==> src/rtl/ddr_axi_pattern_master.sv <==
// AXI-style bring-up traffic master: writes address-pattern bursts, reads them back, counts mismatches.
// Optional DDR_MASTER_RANDOM_STALL_EN adds LFSR-driven bubbles on WR data valid / RD data ready.
module ddr_axi_pattern_master #(
  parameter logic [3:0]  ID         = 4'h0,
  parameter logic [31:0] BASE_ADDR  = 32'h0000_0000,
  parameter logic [7:0]  BURST_LEN  = 8'd15,
  parameter int unsigned NUM_BURSTS = 16
) (
  input  logic        clk,
  input  logic        rst_n,
  input  logic        start,
  output logic        busy,
  output logic        done,
  output logic        pass,
  output logic [15:0] err_cnt,
  output logic [3:0]  M_WR_ADDR_ID,
  output logic [31:0] M_WR_ADDR_ADDR,
  output logic [7:0]  M_WR_ADDR_LEN,
  output logic [1:0]  M_WR_ADDR_BURST,
  output logic        M_WR_ADDR_VALID,
  input  logic        M_WR_ADDR_READY,
  output logic [31:0] M_WR_DATA,
  output logic [3:0]  M_WR_STRB,
  output logic        M_WR_LAST,
  output logic        M_WR_DATA_VALID,
  input  logic        M_WR_DATA_READY,
  input  logic [3:0]  M_WR_BACK_ID,
  input  logic [1:0]  M_WR_BACK_RESP,
  input  logic        M_WR_BACK_VALID,
  output logic        M_WR_BACK_READY,
  output logic [3:0]  M_RD_ADDR_ID,
  output logic [31:0] M_RD_ADDR_ADDR,
  output logic [7:0]  M_RD_ADDR_LEN,
  output logic [1:0]  M_RD_ADDR_BURST,
  output logic        M_RD_ADDR_VALID,
  input  logic        M_RD_ADDR_READY,
  input  logic [3:0]  M_RD_BACK_ID,
  input  logic [31:0] M_RD_BACK_DATA,
  input  logic [1:0]  M_RD_BACK_DATA_RESP,
  input  logic        M_RD_BACK_DATA_LAST,
  input  logic        M_RD_BACK_DATA_VALID,
  output logic        M_RD_DATA_READY
);

  typedef enum logic [2:0] {S_IDLE, S_WA, S_WD, S_WB, S_RA, S_RD, S_DONE} state_t;

  localparam int unsigned   BW          = (NUM_BURSTS > 1) ? $clog2(NUM_BURSTS) : 1;
  localparam logic [BW-1:0] LAST_BURST  = BW'(NUM_BURSTS - 1);
  localparam logic [31:0]   BURST_BYTES = ({24'd0, BURST_LEN} + 32'd1) << 2;

  state_t        state;
  logic          armed;
  logic [BW-1:0] burst_idx;
  logic [7:0]    beat;
  logic [31:0]   burst_addr, beat_addr;
  logic          aw_valid, w_valid, b_ready, ar_valid, r_ready;
  logic          bubble, last_beat, w_fire, r_fire, b_bad, r_bad, err_hit;
  logic [15:0]   err_nxt;

`ifdef DDR_MASTER_RANDOM_STALL_EN
  logic [15:0] lfsr;
  always_ff @(posedge clk or negedge rst_n) begin
    if (!rst_n) lfsr <= 16'hACE1;
    else        lfsr <= {lfsr[0] ^ lfsr[2] ^ lfsr[3] ^ lfsr[5], lfsr[15:1]};
  end
  assign bubble = lfsr[0];
`else
  assign bubble = 1'b0;
`endif

  // Payloads are gated by their VALID so every output reads 0 in reset and idle.
  assign M_WR_ADDR_VALID = aw_valid;
  assign M_WR_ADDR_ID    = aw_valid ? ID : '0;
  assign M_WR_ADDR_ADDR  = aw_valid ? burst_addr : '0;
  assign M_WR_ADDR_LEN   = aw_valid ? BURST_LEN : '0;
  assign M_WR_ADDR_BURST = aw_valid ? 2'b01 : 2'b00;
  assign M_WR_DATA_VALID = w_valid;
  assign M_WR_DATA       = w_valid ? beat_addr : '0;
  assign M_WR_STRB       = w_valid ? 4'hF : 4'h0;
  assign M_WR_LAST       = w_valid & last_beat;
  assign M_WR_BACK_READY = b_ready;
  assign M_RD_ADDR_VALID = ar_valid;
  assign M_RD_ADDR_ID    = ar_valid ? ID : '0;
  assign M_RD_ADDR_ADDR  = ar_valid ? burst_addr : '0;
  assign M_RD_ADDR_LEN   = ar_valid ? BURST_LEN : '0;
  assign M_RD_ADDR_BURST = ar_valid ? 2'b01 : 2'b00;
  assign M_RD_DATA_READY = r_ready & ~bubble;

  always_comb begin
    last_beat = (beat == BURST_LEN);
    w_fire    = w_valid & M_WR_DATA_READY;
    r_fire    = M_RD_DATA_READY & M_RD_BACK_DATA_VALID;
    b_bad     = (M_WR_BACK_RESP != 2'b00) || (M_WR_BACK_ID != ID);
    r_bad     = (M_RD_BACK_DATA != beat_addr) || (M_RD_BACK_DATA_RESP != 2'b00) ||
                (M_RD_BACK_ID != ID) || (M_RD_BACK_DATA_LAST != last_beat);
    err_hit   = ((state == S_WB) && M_WR_BACK_VALID && b_bad) ||
                ((state == S_RD) && r_fire && r_bad);
    err_nxt   = (err_hit && (err_cnt != '1)) ? err_cnt + 16'd1 : err_cnt;
  end

  always_ff @(posedge clk or negedge rst_n) begin
    if (!rst_n) begin
      state      <= S_IDLE;
      armed      <= 1'b0;
      burst_idx  <= '0;
      beat       <= '0;
      burst_addr <= '0;
      beat_addr  <= '0;
      aw_valid   <= 1'b0;
      w_valid    <= 1'b0;
      b_ready    <= 1'b0;
      ar_valid   <= 1'b0;
      r_ready    <= 1'b0;
      busy       <= 1'b0;
      done       <= 1'b0;
      pass       <= 1'b0;
      err_cnt    <= '0;
    end else begin
      // armed keeps a start pulse that overlaps reset release from being taken
      armed   <= 1'b1;
      err_cnt <= err_nxt;
      case (state)
        S_IDLE, S_DONE: if (start && armed) begin
          state      <= S_WA;
          aw_valid   <= 1'b1;
          busy       <= 1'b1;
          done       <= 1'b0;
          pass       <= 1'b0;
          err_cnt    <= '0;
          burst_idx  <= '0;
          burst_addr <= BASE_ADDR;
        end
        S_WA: if (M_WR_ADDR_READY) begin
          aw_valid  <= 1'b0;
          state     <= S_WD;
          beat      <= '0;
          beat_addr <= burst_addr;
          w_valid   <= ~bubble;
        end
        S_WD: begin
          if (w_fire) begin
            beat      <= beat + 8'd1;
            beat_addr <= beat_addr + 32'd4;
            if (last_beat) begin
              w_valid <= 1'b0;
              b_ready <= 1'b1;
              state   <= S_WB;
            end else begin
              w_valid <= ~bubble;
            end
          end else if (!w_valid) begin
            w_valid <= ~bubble;
          end
        end
        S_WB: if (M_WR_BACK_VALID) begin
          b_ready <= 1'b0;
          if (burst_idx == LAST_BURST) begin
            burst_idx  <= '0;
            burst_addr <= BASE_ADDR;
            ar_valid   <= 1'b1;
            state      <= S_RA;
          end else begin
            burst_idx  <= burst_idx + BW'(1);
            burst_addr <= burst_addr + BURST_BYTES;
            aw_valid   <= 1'b1;
            state      <= S_WA;
          end
        end
        S_RA: if (M_RD_ADDR_READY) begin
          ar_valid  <= 1'b0;
          r_ready   <= 1'b1;
          beat      <= '0;
          beat_addr <= burst_addr;
          state     <= S_RD;
        end
        S_RD: if (r_fire) begin
          beat      <= beat + 8'd1;
          beat_addr <= beat_addr + 32'd4;
          if (last_beat) begin
            r_ready <= 1'b0;
            if (burst_idx == LAST_BURST) begin
              state <= S_DONE;
              busy  <= 1'b0;
              done  <= 1'b1;
              pass  <= (err_nxt == '0);
            end else begin
              burst_idx  <= burst_idx + BW'(1);
              burst_addr <= burst_addr + BURST_BYTES;
              ar_valid   <= 1'b1;
              state      <= S_RA;
            end
          end
        end
        default: state <= S_IDLE;
      endcase
    end
  end

endmodule

==> config.mk <==
export PLATFORM = sky130hd
export DESIGN_NAME = ddr_axi_pattern_master
export DESIGN_NICKNAME = d
export VERILOG_FILES = /design/src/rtl/ddr_axi_pattern_master.sv
export SDC_FILE = /design/constraint.sdc
export NUM_CORES = 1
export LEC_CHECK = 0
export ABC_AREA = 0
export CORE_MARGIN = 3
export CORE_UTILIZATION = 46
export DETAILED_ROUTE_END_ITERATION = 16
export PLACE_DENSITY = 0.89
export SYNTH_ARGS = -nofsm -noshare
export SYNTH_HDL_FRONTEND = slang
export SYNTH_SLANG_ARGS = --single-unit
==> constraint.sdc <==
create_clock -name clk -period 3.01 [get_ports clk]
set_clock_uncertainty 0.15 [all_clocks]
set_input_delay 0.602 -clock clk [delete_from_list [all_inputs] [get_ports clk]]
set_output_delay 0.602 -clock clk [all_outputs]
set_load 0.02 [all_outputs]
# Word level (Yosys, flattened, before mapping)
# Index checks and enable logic that the tools add are counted.
dict set report totals {
  regBits 104
  in_bits 53
  out_inout_bits 153
  elab_cells 162
}
dict set report op_classes {
  addsub 5
  n_eq_ne 23
  n_mux 81
  n_bitwise 3
  n_reduce_logical 35
}
# op count
set ops {}
lappend ops {{$mux 32} 13}
lappend ops {{$pmux 32 s4} 1}
lappend ops {{$pmux 32 s3} 1}
lappend ops {{$mux 16} 3}
lappend ops {{$mux 4} 9}
lappend ops {{$add 32x3->32 const B} 1}
lappend ops {{$add 32x7->32 const B} 1}
lappend ops {{$mux 8} 4}
lappend ops {{$ne 32x32->1} 1}
lappend ops {{$pmux 8 s4} 1}
lappend ops {{$mux 1} 29}
lappend ops {{$mux 3} 9}
lappend ops {{$ne 2x2->1 const B} 10}
lappend ops {{$pmux 3 s6} 1}
lappend ops {{$add 16x1->16 const B} 1}
lappend ops {{$logic_not 16->1} 1}
lappend ops {{$ne 16x16->1 const B} 1}
lappend ops {{$reduce_and 5->1} 3}
lappend ops {{$pmux 1 s2} 6}
lappend ops {{$pmux 4 s3} 1}
lappend ops {{$reduce_bool 2->1} 6}
lappend ops {{$reduce_bool 4->1} 3}
lappend ops {{$eq 3x3->1 const B} 3}
lappend ops {{$reduce_bool 3->1} 3}
lappend ops {{other kinds (20)} 35}

# Logic depth before layout (Yosys ltp)
dict set report depth {
  word_depth 13
  ltp_mapped 11
  ltp_nobuf 9
}

# Least setup slack after synthesis
# Ideal clock, no wire load.
dict set report synth_path {
  path_kind {register to register}
  from {register err_cnt[0]}
  to {register pass}
  setup_ps 104
  arrival_time_ps 2491
  required_ps 2756
  setup_slack_ps 265
  path_stages_with_launch 11
  n_path_buf 1
  period_less_slack_ps 2745
  path_cell_list {dfrtp_1 > ha_1 > nand4_1 > nor2_1 > nand4_1 > and2_1 > and2_4 > buf_6 > a211o_1 > a221o_1 > o41ai_2}
}
dict set report synth_via {
  elab_chain_len 8
  elab_cells_between_ends 9
  classes_between {1 x add/sub; 1 x eq/ne; 5 x mux; 2 x reduce/logical}
}
# item line
set synth_lines {}
lappend synth_lines {{start, declared} 15} ;# output logic [15:0] err_cnt,
lappend synth_lines {{start signal, assigned} 121} ;# err_cnt <= err_nxt;
lappend synth_lines {{parallel branches: the longest is 2 deep, another holds $add 16x1->16} --}
lappend synth_lines {{$mux 16 *} 98} ;# err_nxt = (err_hit && (err_cnt != '1)) ? err_cnt + 16'd1 : err_cnt;
lappend synth_lines {{$logic_not 16->1 *} 185} ;# pass <= (err_nxt == '0);
lappend synth_lines {{$mux 1 *} 181} ;# if (burst_idx == LAST_BURST) begin
lappend synth_lines {{$mux 1 *} 179} ;# if (last_beat) begin
lappend synth_lines {{$mux 1 *} 176} ;# S_RD: if (r_fire) begin
lappend synth_lines {{$pmux 1 s2 *} 122} ;# case (state)
lappend synth_lines {{end signal, assigned} 185}
lappend synth_lines {{end, declared} 14} ;# output logic pass,
# Every way passes the cells marked *. The select of a mux whose other input is x is not followed.
# A chain may end at the register's enable or synchronous reset.

# Final worst setup path
dict set report layout_path {
  from {input M_WR_BACK_RESP[1]}
  to {register pass}
}
dict set report layout_via {
  elab_chain_len 11
}
# item line
set layout_lines {}
lappend layout_lines {{start, declared} 28} ;# input logic [1:0] M_WR_BACK_RESP,
lappend layout_lines {{$reduce_bool 2->1} 93} ;# b_bad = (M_WR_BACK_RESP != 2'b00) || (M_WR_BACK_ID != ID);
lappend layout_lines {{$logic_or 1x1->1} 93}
lappend layout_lines {{$logic_and 1x1->1} 96} ;# err_hit = ((state == S_WB) && M_WR_BACK_VALID && b_bad) ||
lappend layout_lines {{$logic_or 1x1->1} 96}
lappend layout_lines {{$logic_and 1x1->1} 98}
lappend layout_lines {{$mux 16} 98}
lappend layout_lines {{$logic_not 16->1} 185}
lappend layout_lines {{$mux 1} 181}
lappend layout_lines {{$mux 1} 179}
lappend layout_lines {{$mux 1} 176}
lappend layout_lines {{$pmux 1 s2} 122}
# Every way passes these cells. The select of a mux whose other input is x is not followed.

==> impl_metrics.json <==
{
  "regArea_um2": 2400,
  "synth_area_um2": 6810,
  "wire_per_inst_um": 17.3,
  "clock_latency_ps": 350,
  "fin_area_um2": 9030,
  "relSlewSlack_pct": 60.7,
  "grt_pass1_vias": 6458,
  "insertedDiodeCount": 0,
  "start_util_pct": 48.1,
  "power_density_nw_per_um2": 736,
  "hold_buffers": 0,
  "path_clk_slew_ps": 70,
  "p_leak_nw": 3.75,
  "n_fill_cell": 1152,
  "core-area_um2": 14100,
  "holdWs_ps": 96.1,
  "nets": 1058,
  "grt_max_degree": 47,
  "power_frac_seq_pct": 31.9,
  "h-tree-depth": 3,
  "critPathKind": "input port to flip-flop",
  "peakVddDrop_uv": 348,
  "cts_inserted_buffers": 9,
  "yosysTopAreaCellShare_pct": 35.3,
  "worst_pin_slew_ps": 590,
  "final.min_clock_period_ps": 2930,
  "drive_gt1_share_pct": 8.36,
  "die_y_um": 128,
  "ff2ff_setup_slack_ps": 200,
  "dpl-instance-area_um2": 8680,
  "io_buffer_count": 173,
  "track_usage_pct": 24.7,
  "multi_input_area_um2": 3990,
  "drt-vias-per-instance": 5.72,
  "first_pass_iters": 7,
  "power_frac_comb_pct": 50.7,
  "synth_edf_count": 0,
  "arrival_ps": 3020,
  "dieWidth_um": 128,
  "placed_cells": 1168,
  "slew_violations": 0,
  "overflow": 0,
  "post-route-util_pct": 63.8,
  "dpl_worst_slack_ps": -302,
  "hpwl_um": 15100,
  "synth_cell_types": 60,
  "synth_ff_type": "dfrtp_1",
  "antenna_found_initial": 0,
  "power.switching_mw": 2.91,
  "vias": 6773,
  "rsz0062_at_grt": "yes",
  "cap_viol_max_count": 0,
  "setup_slack_ps": 84.0,
  "synthTopCellsByArea": "dfrtp_1 (35%), and2_1 (8.5%), xnor2_1 (5.8%)",
  "io-pin-count": 206,
  "status": "finished clean",
  "grt_pass1_wl_um": 32600,
  "synth-seq-cells": 96,
  "postRouteAntennaNets": 0,
  "cts_tree": "yes",
  "critPathCaptureType": "flip-flop",
  "die_area_um2": 16300,
  "yosysTopAreaCell": "dfrtp_1",
  "setup_tns_ps": 0,
  "clockBufferDepth": 2,
  "max_clock_freq_mhz": 342,
  "drtIter0Drc": 869,
  "swShare_pct": 43.7,
  "drt_wl_total_um": 20400,
  "area_growth_pct": 32.7,
  "cp.required_ps": 3110,
  "clock_sinks": 96,
  "drc": 0,
  "ys_seq_area_share_pct": 35.3,
  "synth_area_per_cell_um2": 8.13,
  "start_kind": "input port",
  "synth-async-reset-ratio_pct": 100,
  "place_congestion": 0.939,
  "min_path_type": "input port to asynchronous set/reset pin",
  "num_rows": 43,
  "yosys_warnings": 0,
  "finalSetupViolCount": 0,
  "fin_crit_sh_pct": 97.2,
  "intPower_mw": 3.74,
  "finalHoldViolCount": 0,
  "cp_max_fo": 4,
  "finalPower_mw": 6.65,
  "syn_inst": 837,
  "p_clk_share_pct": 17.4,
  "stdcell_count": 1185,
  "clockRootBuffer": "clkbuf_16"
}
==> cells in the final DEF, fill, tap and decap left out, types with 3 or more instances in the layout <==
cell type	count
clkdlybuf4s50_1	171
dfrtp_1	95
and2_1	92
nor2_1	91
nand2_1	77
a21oi_1	57
xnor2_1	44
o21ai_0	43
buf_4	43
nand3_1	34
conb_1	33
nand4_1	30
xor2_1	23
and3_1	14
o22ai_1	14
clkbuf_16	9
inv_1	8
nor3_1	8
nor4_1	7
or3_1	7
and4_1	7
nand2b_1	6
a31oi_1	6
o22a_1	6
a2bb2oi_1	5
mux2i_1	4
o21a_1	4
ha_1	4
nand4b_1	3
nor2b_1	3
nor3b_1	3
==> metal layers <==
metal / track usage (%) / part of all wire [%] / wire length (µm) / vias up
met4: 8.68 / 2.8 / 582 / 0
met5: 0 / 0 / 0 / -
li1: - / - / - / 3140
met1: 31.0 / 39 / 7940 / 3205
met2: 41.5 / 48 / 9790 / 382
met3: 6.10 / 10 / 2120 / 46
==> final cells by class <==
type / instances / area share, %
multi-input cells: 668 / 44.2
flip-flops and latches: 96 / 26.6
repair buffers: 217 / 23.1
clock buffers: 10 / 2.53
well taps: 180 / 2.49
clock inverters: 6 / 0.748
inverters: 8 / 0.332
==> synthesized netlist by cell type (all sizes together), types with 3 or more instances <==
cell type and count:
a2bb2oi 5, a21oi 58, dfrtp 96, nand4b 3
a31oi 6, inv 8, clkbuf 42, and3 14
o21ai 44, mux2i 4, ha 5, xnor2 46
nand2 77, o22ai 15, nor4 9, nor2b 3
nand4 32, nor2 92, nor3b 3, buf 54
nor4b 3, nor3 11, xor2 23, and4 7
or3 7, nand2b 6, nand3 35, o21a 4
o22a 6, and2 93
==> final timing paths <==
check | from | to | cells after the start
min in group clk | M_WR_BACK_READY | M_WR_BACK_READY | 2
max in group asynchronous | rst_n | beat[4] | 2
max | M_WR_BACK_RESP[1] | pass | 9
max reg2reg | err_cnt[0] | pass | 9
min | rst_n | state[0] | 1
min reg2reg | M_WR_BACK_READY | M_WR_BACK_READY | 2
==> flip-flops by register name, summed over array words and instances, names as in the netlist <==
name	cells
M_RD_DATA_READY	1
busy	1
armed	1
done	1
burst_addr	26
pass	1
burst_idx	4
M_RD_ADDR_VALID	1
M_WR_BACK_READY	1
beat_addr	30
M_WR_DATA_VALID	1
beat	8
M_WR_ADDR_VALID	1
state	3
err_cnt	16
==> power groups by stage <==
stage / registers (mW) / clock network [mW] / logic [mW]
2_1_floorplan: 1.94 / 0 / 2.22
3_3_place_gp: 2.12 / 0 / 3.21
3_5_place_dp: 2.13 / 0 / 3.28
4_1_cts: 2.11 / 1.17 / 3.33
5_1_grt: 2.18 / 1.21 / 3.64
6_report: 2.12 / 1.16 / 3.37
==> logic make-up after synthesis <==
kind of cell | Yosys count | share of synthesized area, %
AO/OA/AOI/OAI | 158 | 14.1
AND/OR/NAND/NOR | 397 | 30.9
multiplexers | 6 | 0.919
other | 2 | 0.110
buffers and inverters | 104 | 8.70
XOR/XNOR | 69 | 8.99
flip-flops | 96 | 35.3
adder cells (fa/ha/maj) | 5 | 0.919
==> critical path: stages <==
cell and delay, ps:
clkdlybuf4s50_1 410, nor4_2 390, a21oi_4 140, nor3_2 230
nand4_2 150, and2_4 190, a211o_1 250, a221o_1 360
o41ai_2 300
==> repair_timing <==
action | 4_1_cts | 5_1_grt
cloned | 0 | 0
gates resized for setup | 1 | 9
buffers inserted | 1 | 0
setup endpoints to repair | 1 | 16
pin swaps | 0 | 4
(Power assumes the default switching activity.)
